===== config.mk =====
export PLATFORM = sky130hd
export DESIGN_NAME = serial_comparator_ctrl
export DESIGN_NICKNAME = d
export VERILOG_FILES = /design/src/rtl/serial_comparator_ctrl.sv
export SDC_FILE = /design/constraint.sdc
export NUM_CORES = 1
export LEC_CHECK = 0
export CAP_MARGIN = 10
export CORE_MARGIN = 10
export CORE_UTILIZATION = 40
export DETAILED_ROUTE_END_ITERATION = 6
export PLACE_DENSITY = 0.69
export SYNTH_ARGS = -nofsm -noshare
export SYNTH_HDL_FRONTEND = slang
export SYNTH_SLANG_ARGS = --single-unit

===== constraint.sdc =====
create_clock -name clk -period 1.7 [get_ports clk]
set_clock_uncertainty 0.05 [all_clocks]
set_input_delay 0.425 -clock clk [delete_from_list [all_inputs] [get_ports clk]]
set_output_delay 0.425 -clock clk [all_outputs]
set_load 0.005 [all_outputs]

===== src/rtl/serial_comparator_ctrl.sv =====
`default_nettype none
// +--------------------------------------------------------------------------+
// | Module      : serial_comparator_ctrl                                     |
// | Description : MSB-first bit-serial magnitude compare sequencer driving   |
// |               an external 1-bit comparator slice, with early exit.       |
// | Revision    : 1.0 - initial release                                      |
// +--------------------------------------------------------------------------+
module serial_comparator_ctrl #(
  parameter int WIDTH = 8
) (
  input  logic             clk,
  input  logic             rst,
  input  logic             start,
  input  logic [WIDTH-1:0] a,
  input  logic [WIDTH-1:0] b,
  output logic             cmp_en,
  output logic             cmp_a,
  output logic             cmp_b,
  input  logic             cmp_g,
  input  logic             cmp_l,
  input  logic             cmp_e,
  output logic             busy,
  output logic             done,
  output logic             gt,
  output logic             lt,
  output logic             eq,
  output logic             err
);

  localparam int                c_IDX_W   = $clog2(WIDTH);
  localparam logic [c_IDX_W-1:0] c_IDX_MSB = c_IDX_W'(WIDTH - 1);

  typedef enum logic [1:0] {
    S_IDLE = 2'd0,
    S_SCAN = 2'd1,
    S_DONE = 2'd2
  } state_t;

  state_t             r_state, w_state_next;
  logic [c_IDX_W-1:0] r_idx, w_idx_next;
  logic [WIDTH-1:0]   r_a, w_a_next;
  logic [WIDTH-1:0]   r_b, w_b_next;
  logic               r_gt, w_gt_next;
  logic               r_lt, w_lt_next;
  logic               r_eq, w_eq_next;
  logic               r_err, w_err_next;
  logic               r_busy, r_done;

  always_comb begin
    w_state_next = r_state;
    w_idx_next   = r_idx;
    w_a_next     = r_a;
    w_b_next     = r_b;
    w_gt_next    = r_gt;
    w_lt_next    = r_lt;
    w_eq_next    = r_eq;
    w_err_next   = r_err;
    case (r_state)
      S_IDLE: begin
        if (start) begin
          w_a_next     = a;
          w_b_next     = b;
          w_idx_next   = c_IDX_MSB;
          w_gt_next    = 1'b0;
          w_lt_next    = 1'b0;
          w_eq_next    = 1'b0;
          w_err_next   = 1'b0;
          w_state_next = S_SCAN;
        end
      end
      S_SCAN: begin
        case ({cmp_g, cmp_l, cmp_e})
          3'b100: begin
            w_gt_next    = 1'b1;
            w_state_next = S_DONE;
          end
          3'b010: begin
            w_lt_next    = 1'b1;
            w_state_next = S_DONE;
          end
          3'b001: begin
            if (r_idx == '0) begin
              w_eq_next    = 1'b1;
              w_state_next = S_DONE;
            end else begin
              w_idx_next = r_idx - c_IDX_W'(1);
            end
          end
          default: begin
            // Comparator produced a non-one-hot answer: abort with no verdict.
            w_err_next   = 1'b1;
            w_gt_next    = 1'b0;
            w_lt_next    = 1'b0;
            w_eq_next    = 1'b0;
            w_state_next = S_DONE;
          end
        endcase
      end
      S_DONE:  w_state_next = S_IDLE;
      default: w_state_next = S_IDLE;
    endcase
  end

  always_ff @(posedge clk or posedge rst) begin
    if (rst) begin
      r_state <= S_IDLE;
      r_idx   <= c_IDX_MSB;
      r_a     <= '0;
      r_b     <= '0;
      r_gt    <= 1'b0;
      r_lt    <= 1'b0;
      r_eq    <= 1'b0;
      r_err   <= 1'b0;
      r_busy  <= 1'b0;
      r_done  <= 1'b0;
    end else begin
      r_state <= w_state_next;
      r_idx   <= w_idx_next;
      r_a     <= w_a_next;
      r_b     <= w_b_next;
      r_gt    <= w_gt_next;
      r_lt    <= w_lt_next;
      r_eq    <= w_eq_next;
      r_err   <= w_err_next;
      r_busy  <= (w_state_next == S_SCAN);
      // The done pulse trails the DONE state by one registered cycle.
      r_done  <= (r_state == S_DONE);
    end
  end

  assign cmp_en = r_busy;
  assign busy   = r_busy;
  assign done   = r_done;
  assign gt     = r_gt;
  assign lt     = r_lt;
  assign eq     = r_eq;
  assign err    = r_err;
  assign cmp_a  = (r_state == S_SCAN) ? r_a[r_idx] : 1'b0;
  assign cmp_b  = (r_state == S_SCAN) ? r_b[r_idx] : 1'b0;

endmodule
`default_nettype wire


# Yosys cells after proc, flatten, opt, wreduce, memory -nomap -nowiden
# Index checks and enable logic that the tools add are counted.
# op_classes
add_sub_neg	1
magnitude_cmp	1
eq_ne	14
mux	24
n_reduce_logical	13
# op_table
op	n
1-bit case mux with 2 select lines	7
2-bit != test (second input constant)	6
3-bit 2-to-1 mux	3
3-bit AND reduction	3
4-bit AND reduction	2
1-bit 2-to-1 mux	7
1-bit binary-select mux with 3-bit select	2
2-bit 2-to-1 mux	3
3-bit case mux with 2 select lines	1
2-bit OR reduction	3
2-bit by 1-bit equality test with 1-bit output (second input constant)	2
3-bit by 4-bit < comparator with 1-bit output (second input constant)	1
2-bit case mux with 2 select lines	1
3-bit by 1-bit equality test with 1-bit output (second input constant)	1
3-bit by 2-bit equality test with 1-bit output (second input constant)	1
3-bit equality test (second input constant)	1
3-bit logical NOT	1
3-bit != test (second input constant)	1
3-bit OR reduction	1
3-bit by 1-bit subtractor with 3-bit output (second input constant)	1
2-bit equality test (second input constant)	1
2-bit logical NOT	1
2-bit by 1-bit != test with 1-bit output (second input constant)	1
2-bit AND reduction	1
2-bit nonzero test	1
# word_totals
reg_bits	27
output_inout_bits	9
elab_cells	63

# Logic depth before layout (Yosys ltp)
# logic_depth
word_depth	5
ltp_mapped	6

# Worst setup path after synthesis
# Ideal clock, no wire load.
# synth_path
path_kind	reg-to-output
start	reg r_idx[1]
end	out cmp_a
arrival_ps	1281
required_time_ps	1225
path_slack_ps	-56
path_stages_with_launch	5
path_cell_list	dfstp_2 buf_2 mux4_2 nand2_1 a21oi_1
# synth_between
elab_chain_len	3
# synth_rtl
item	line	rtl
from (decl)	40	logic [c_IDX_W-1:0] r_idx, w_idx_next;
from (signal assigned)	107	r_idx <= c_IDX_MSB;
from (signal assigned)	118	r_idx <= w_idx_next;
1-bit binary-select mux with 3-bit select	138	assign cmp_a = (r_state == S_SCAN) ? r_a[r_idx] : 1'b0;
1-bit 2-to-1 mux (not written as such)	138	
1-bit 2-to-1 mux	138	
to (decl)	17	output logic cmp_a,
# No other way between the ends. The select of a mux whose other input is x is not followed.

# Worst setup path in the final report
# layout_path
start	reg r_idx[0]
end	out cmp_b
# layout_between
elab_chain_len	3
# layout_rtl
item	line	rtl
1-bit binary-select mux with 3-bit select	139	assign cmp_b = (r_state == S_SCAN) ? r_b[r_idx] : 1'b0;
1-bit 2-to-1 mux (not written as such)	139	
1-bit 2-to-1 mux	139	
to (decl)	18	output logic cmp_b,
# No other way between the ends. The select of a mux whose other input is x is not followed.

==> results.txt <==
The die height is 77.67 µm. The data arrival at the endpoint of the critical path is 1.72 ns. The transition at the pin with the smallest max-transition slack came out at 0.4208 ns. The total routing usage reported by global routing came out at 9.931%.

Sequential elements use 51.08% of the synthesized area. Total power for the finished layout comes to 0.001822 W. TritonCTS built the clock tree.

The minimum setup slack in the final design is -0.4927 ns. The final period demand of the worst path is 2.193 ns. During synthesis, Yosys emitted a total of 0 warnings. Hold is met by 0.3867 ns. For this run the aggregate overflow at the end of global routing stands at 0. The number of cells on the worst reg-to-reg path came out at 8. In the synthesized netlist, the cells that appear most often are sky130_fd_sc_hd__dfrtp_1, sky130_fd_sc_hd__mux2_1, sky130_fd_sc_hd__inv_1, sky130_fd_sc_hd__nor2_1, sky130_fd_sc_hd__mux2_2.

The total power per unit cell area is 958.6 mW/mm². The count of non-filler cells in the finished layout is 196. The number of remaining DRC errors is 0. The area of the die is 0.006032 mm². The largest net degree at the start of global routing is 28.

For this run, global-route usage on met2 was measured as 16.83%. The antenna cell count came out at 0. In this run the worst setup path terminates at cmp_b.

Synthesis produced a netlist with a net count of 126. After clock tree synthesis, the flow added hold-fix buffers numbering 0. The number of buffers inserted by port buffering came out at 30. The post-synthesis register bit count came out at 27. The checks that failed: setup timing. The reported max-cap violation count came out at 0. The top cell type's share of synthesized area is 45.16%.

CTS built an H-tree with a depth of 1. The number of buffers inserted during clock tree synthesis is 3. The first-pass GRT wire length came out at 5016 µm.

Yosys instantiated no cell more often than sky130_fd_sc_hd__dfrtp_1. The number of antenna-violating nets in the routed design is 0. The final-layout setup total negative slack is -0.9669 ns. The final weighted congestion in routability-driven placement is 0.8179. The site row count is 20. Dividing the detail-routed via count by the number of cells gives 4.852.

The global routing usage on met3 is 3.571%. Setup repair after global routing could not meet its margin everywhere. The initial antenna violation count was 0. Measured along the x axis, the die boundary spans 77.67 µm. The overall via count from detail_route came out at 951.

The clock latency on the worst-skew pair came out at 0.32 ns. The number of pins exceeding their max-slew limit in the final report was 0. The ratio of cells with drive above 1 in the final layout came out at 34.21%. The routed design has 2979 µm of wire.

The synthesized design spends more area on one cell type than any other, namely sky130_fd_sc_hd__dfrtp_1. The largest buffer count on any clock path is 2. Dividing the synthesized area by the synthesized cell count gives 13.04 µm². The number of enable-type register cells in the synthesized netlist came out at 0.

The flow ran to the end, but the final reports show violations. The critical path class is flip-flop to primary output. The fraction of met1 tracks used by global routing came out at 11.52%.

The count of cell types in the netlist came out at 29. The via count of the first global-routing pass came out at 1,059. The reg-to-reg setup timing slack is -0.02 ns. STA classifies the critical path endpoint as a primary output. The layer with the highest usage after global routing is met2. The number of instances in the synthesized netlist came out at 102. STA puts the critical path data required time at 1.22 ns. The first-pass iteration count of the detailed router is 3. The largest fanout on the critical path came out at 3. The CTS sink count came out at 27. The worst-case vdd ir drop is 0.4326 mV. The timing-limited maximum frequency came out at 0.4561 GHz. The worst register-to-register path ends at eq$_DFFE_PP0P_. Setup violations remaining at the end of the flow were counted as 3. The total number of nets in the final design came out at 177. The relative slew slack is 71.83%. The post-placement cell count is 186. The number of top-level pins is 31.

The hold violation total from the final report is 0. The startpoint identified for the worst register-to-register timing path is r_idx[0]$_DFFE_PP1P_. The clock-pin slew on the worst setup and hold paths came out at 0.14 ns. The clock tree root driver cell is sky130_fd_sc_hd__clkbuf_4. The setup slack after placement came out at -0.4560 ns. For this design the static power due to leakage is 0.9175 nW. The class of the worst hold path is input pin to asynchronous set/reset pin.

The detailed placer's ending HPWL is 2232 µm. The start point of the critical path is r_idx[0]$_DFFE_PP1P_. The signed area change from the synthesized netlist to the final layout is 42.90%. The area of the core region is 0.003128 mm². The iteration-0 DRC count of the detailed router is 35. In the final routed layout, each cell accounts on average for 15.20 µm. The ratio of final minimum period to clock period came out at 129.0%.

The starting utilization of the core area is 42.52%. STA classifies the critical path startpoint as a flip-flop. By area the synthesized netlist is led by sky130_fd_sc_hd__dfrtp_1, sky130_fd_sc_hd__mux2_1, sky130_fd_sc_hd__mux4_2.

The most used flip-flop cell after synthesis is sky130_fd_sc_hd__dfrtp_1. The cell area after technology mapping is 0.001330 mm². The fraction of registers with async set/reset came out at 100.0%.
-- where the power goes --
part           leakage [nW]  switching [W]  internal (W)
Clock                0.0150       0.000185     0.0000920
Combinational         0.580       0.000235      0.000407
Sequential            0.322      0.0000897      0.000813
-- per-stage QoR --
step                      cell area, µm²  utilization [%]
final                               1901            60.76
after global routing                1901            60.76
after CTS                           1818            58.12
after detailed placement            1779            56.88
after global placement              1779            56.88
after floorplan                     1336                -
-- worst min path at each step --
stage | end | slack [ns] | cells past startpoint
6_report | r_b[7]$_DFFE_PP0P_ | 0.39 | 3
4_1_cts | r_b[7]$_DFFE_PP0P_ | 0.39 | 3
2_1_floorplan | r_b[2]$_DFFE_PP0P_ | 0.40 | 1
5_1_grt | r_a[5]$_DFFE_PP0P_ | 0.40 | 3
3_5_place_dp | r_b[3]$_DFFE_PP0P_ | 0.42 | 1
3_3_place_gp | r_b[6]$_DFFE_PP0P_ | 0.42 | 1
-- routing by layer --
| layer | routed length, µm | part of all wire, % | up-vias |
|---|---|---|---|
| li1 | - | - | 459 |
| met1 | 1291 | 43 | 457 |
| met2 | 1448 | 49 | 29 |
| met3 | 194 | 6.5 | 6 |
| met4 | 44 | 1.5 | 0 |
| met5 | 0 | 0 | - |
-- cell type report --
class	count	area, µm²
sequential	27	679.4
fill	271	1227
multi-input combinational	62	628.1
inverter	6	22.52
tap	44	55.05
timing repair buffer	53	489.2
clock buffer	4	26.28
-- what timing repair did --
action | 4_1_cts | 5_1_grt
pin swaps | 0 | 4
setup buffers | 2 | 4
setup endpoints to repair | 9 | 10
hold endpoints to repair | 0 | 0
gates resized for setup | 12 | 13
-- worst max-delay path, cell delays in order (launching register included) --
cell	delay (ns)
sky130_fd_sc_hd__dfstp_2	0.59
sky130_fd_sc_hd__mux4_2	0.49
sky130_fd_sc_hd__mux2i_1	0.14
sky130_fd_sc_hd__nor2_1	0.05
sky130_fd_sc_hd__buf_2	0.13
-- layout by cell type (no fill, tap or decap), types with 2 or more instances in the layout --
cell type,instances
sky130_fd_sc_hd__buf_4,21
sky130_fd_sc_hd__nand2_1,3
sky130_fd_sc_hd__mux2i_1,3
sky130_fd_sc_hd__inv_1,5
sky130_fd_sc_hd__dfstp_2,3
sky130_fd_sc_hd__clkdlybuf4s50_1,21
sky130_fd_sc_hd__a31o_2,2
sky130_fd_sc_hd__mux2_1,12
sky130_fd_sc_hd__buf_2,2
sky130_fd_sc_hd__dlygate4sd2_1,2
sky130_fd_sc_hd__dfrtp_1,24
sky130_fd_sc_hd__mux4_2,4
sky130_fd_sc_hd__dlymetal6s2s_1,5
sky130_fd_sc_hd__nor3b_1,2
sky130_fd_sc_hd__mux2_2,5
sky130_fd_sc_hd__clkbuf_4,3
sky130_fd_sc_hd__a31oi_2,2
sky130_fd_sc_hd__xor2_1,3
sky130_fd_sc_hd__a21oi_1,2
sky130_fd_sc_hd__nor2_1,6
sky130_fd_sc_hd__a31oi_1,2
-- kinds of logic after synthesis --
kind of cell / after synthesis / share of synthesized area [%]
flip-flops: 27 / 51.08
multiplexers: 24 / 23.42
AND/OR/NAND/NOR: 19 / 9.313
AO/OA/AOI/OAI: 14 / 7.149
buffers and inverters: 13 / 5.174
XOR/XNOR: 3 / 1.976
adder cells (fa/ha/maj): 2 / 1.881
-- registers in the layout (all words and copies together) (netlist names) --
signal / flops
done: 1
r_state: 2
busy: 1
gt: 1
r_b: 8
eq: 1
lt: 1
r_idx: 3
err: 1
r_a: 8
(Power assumes the default switching activity.)
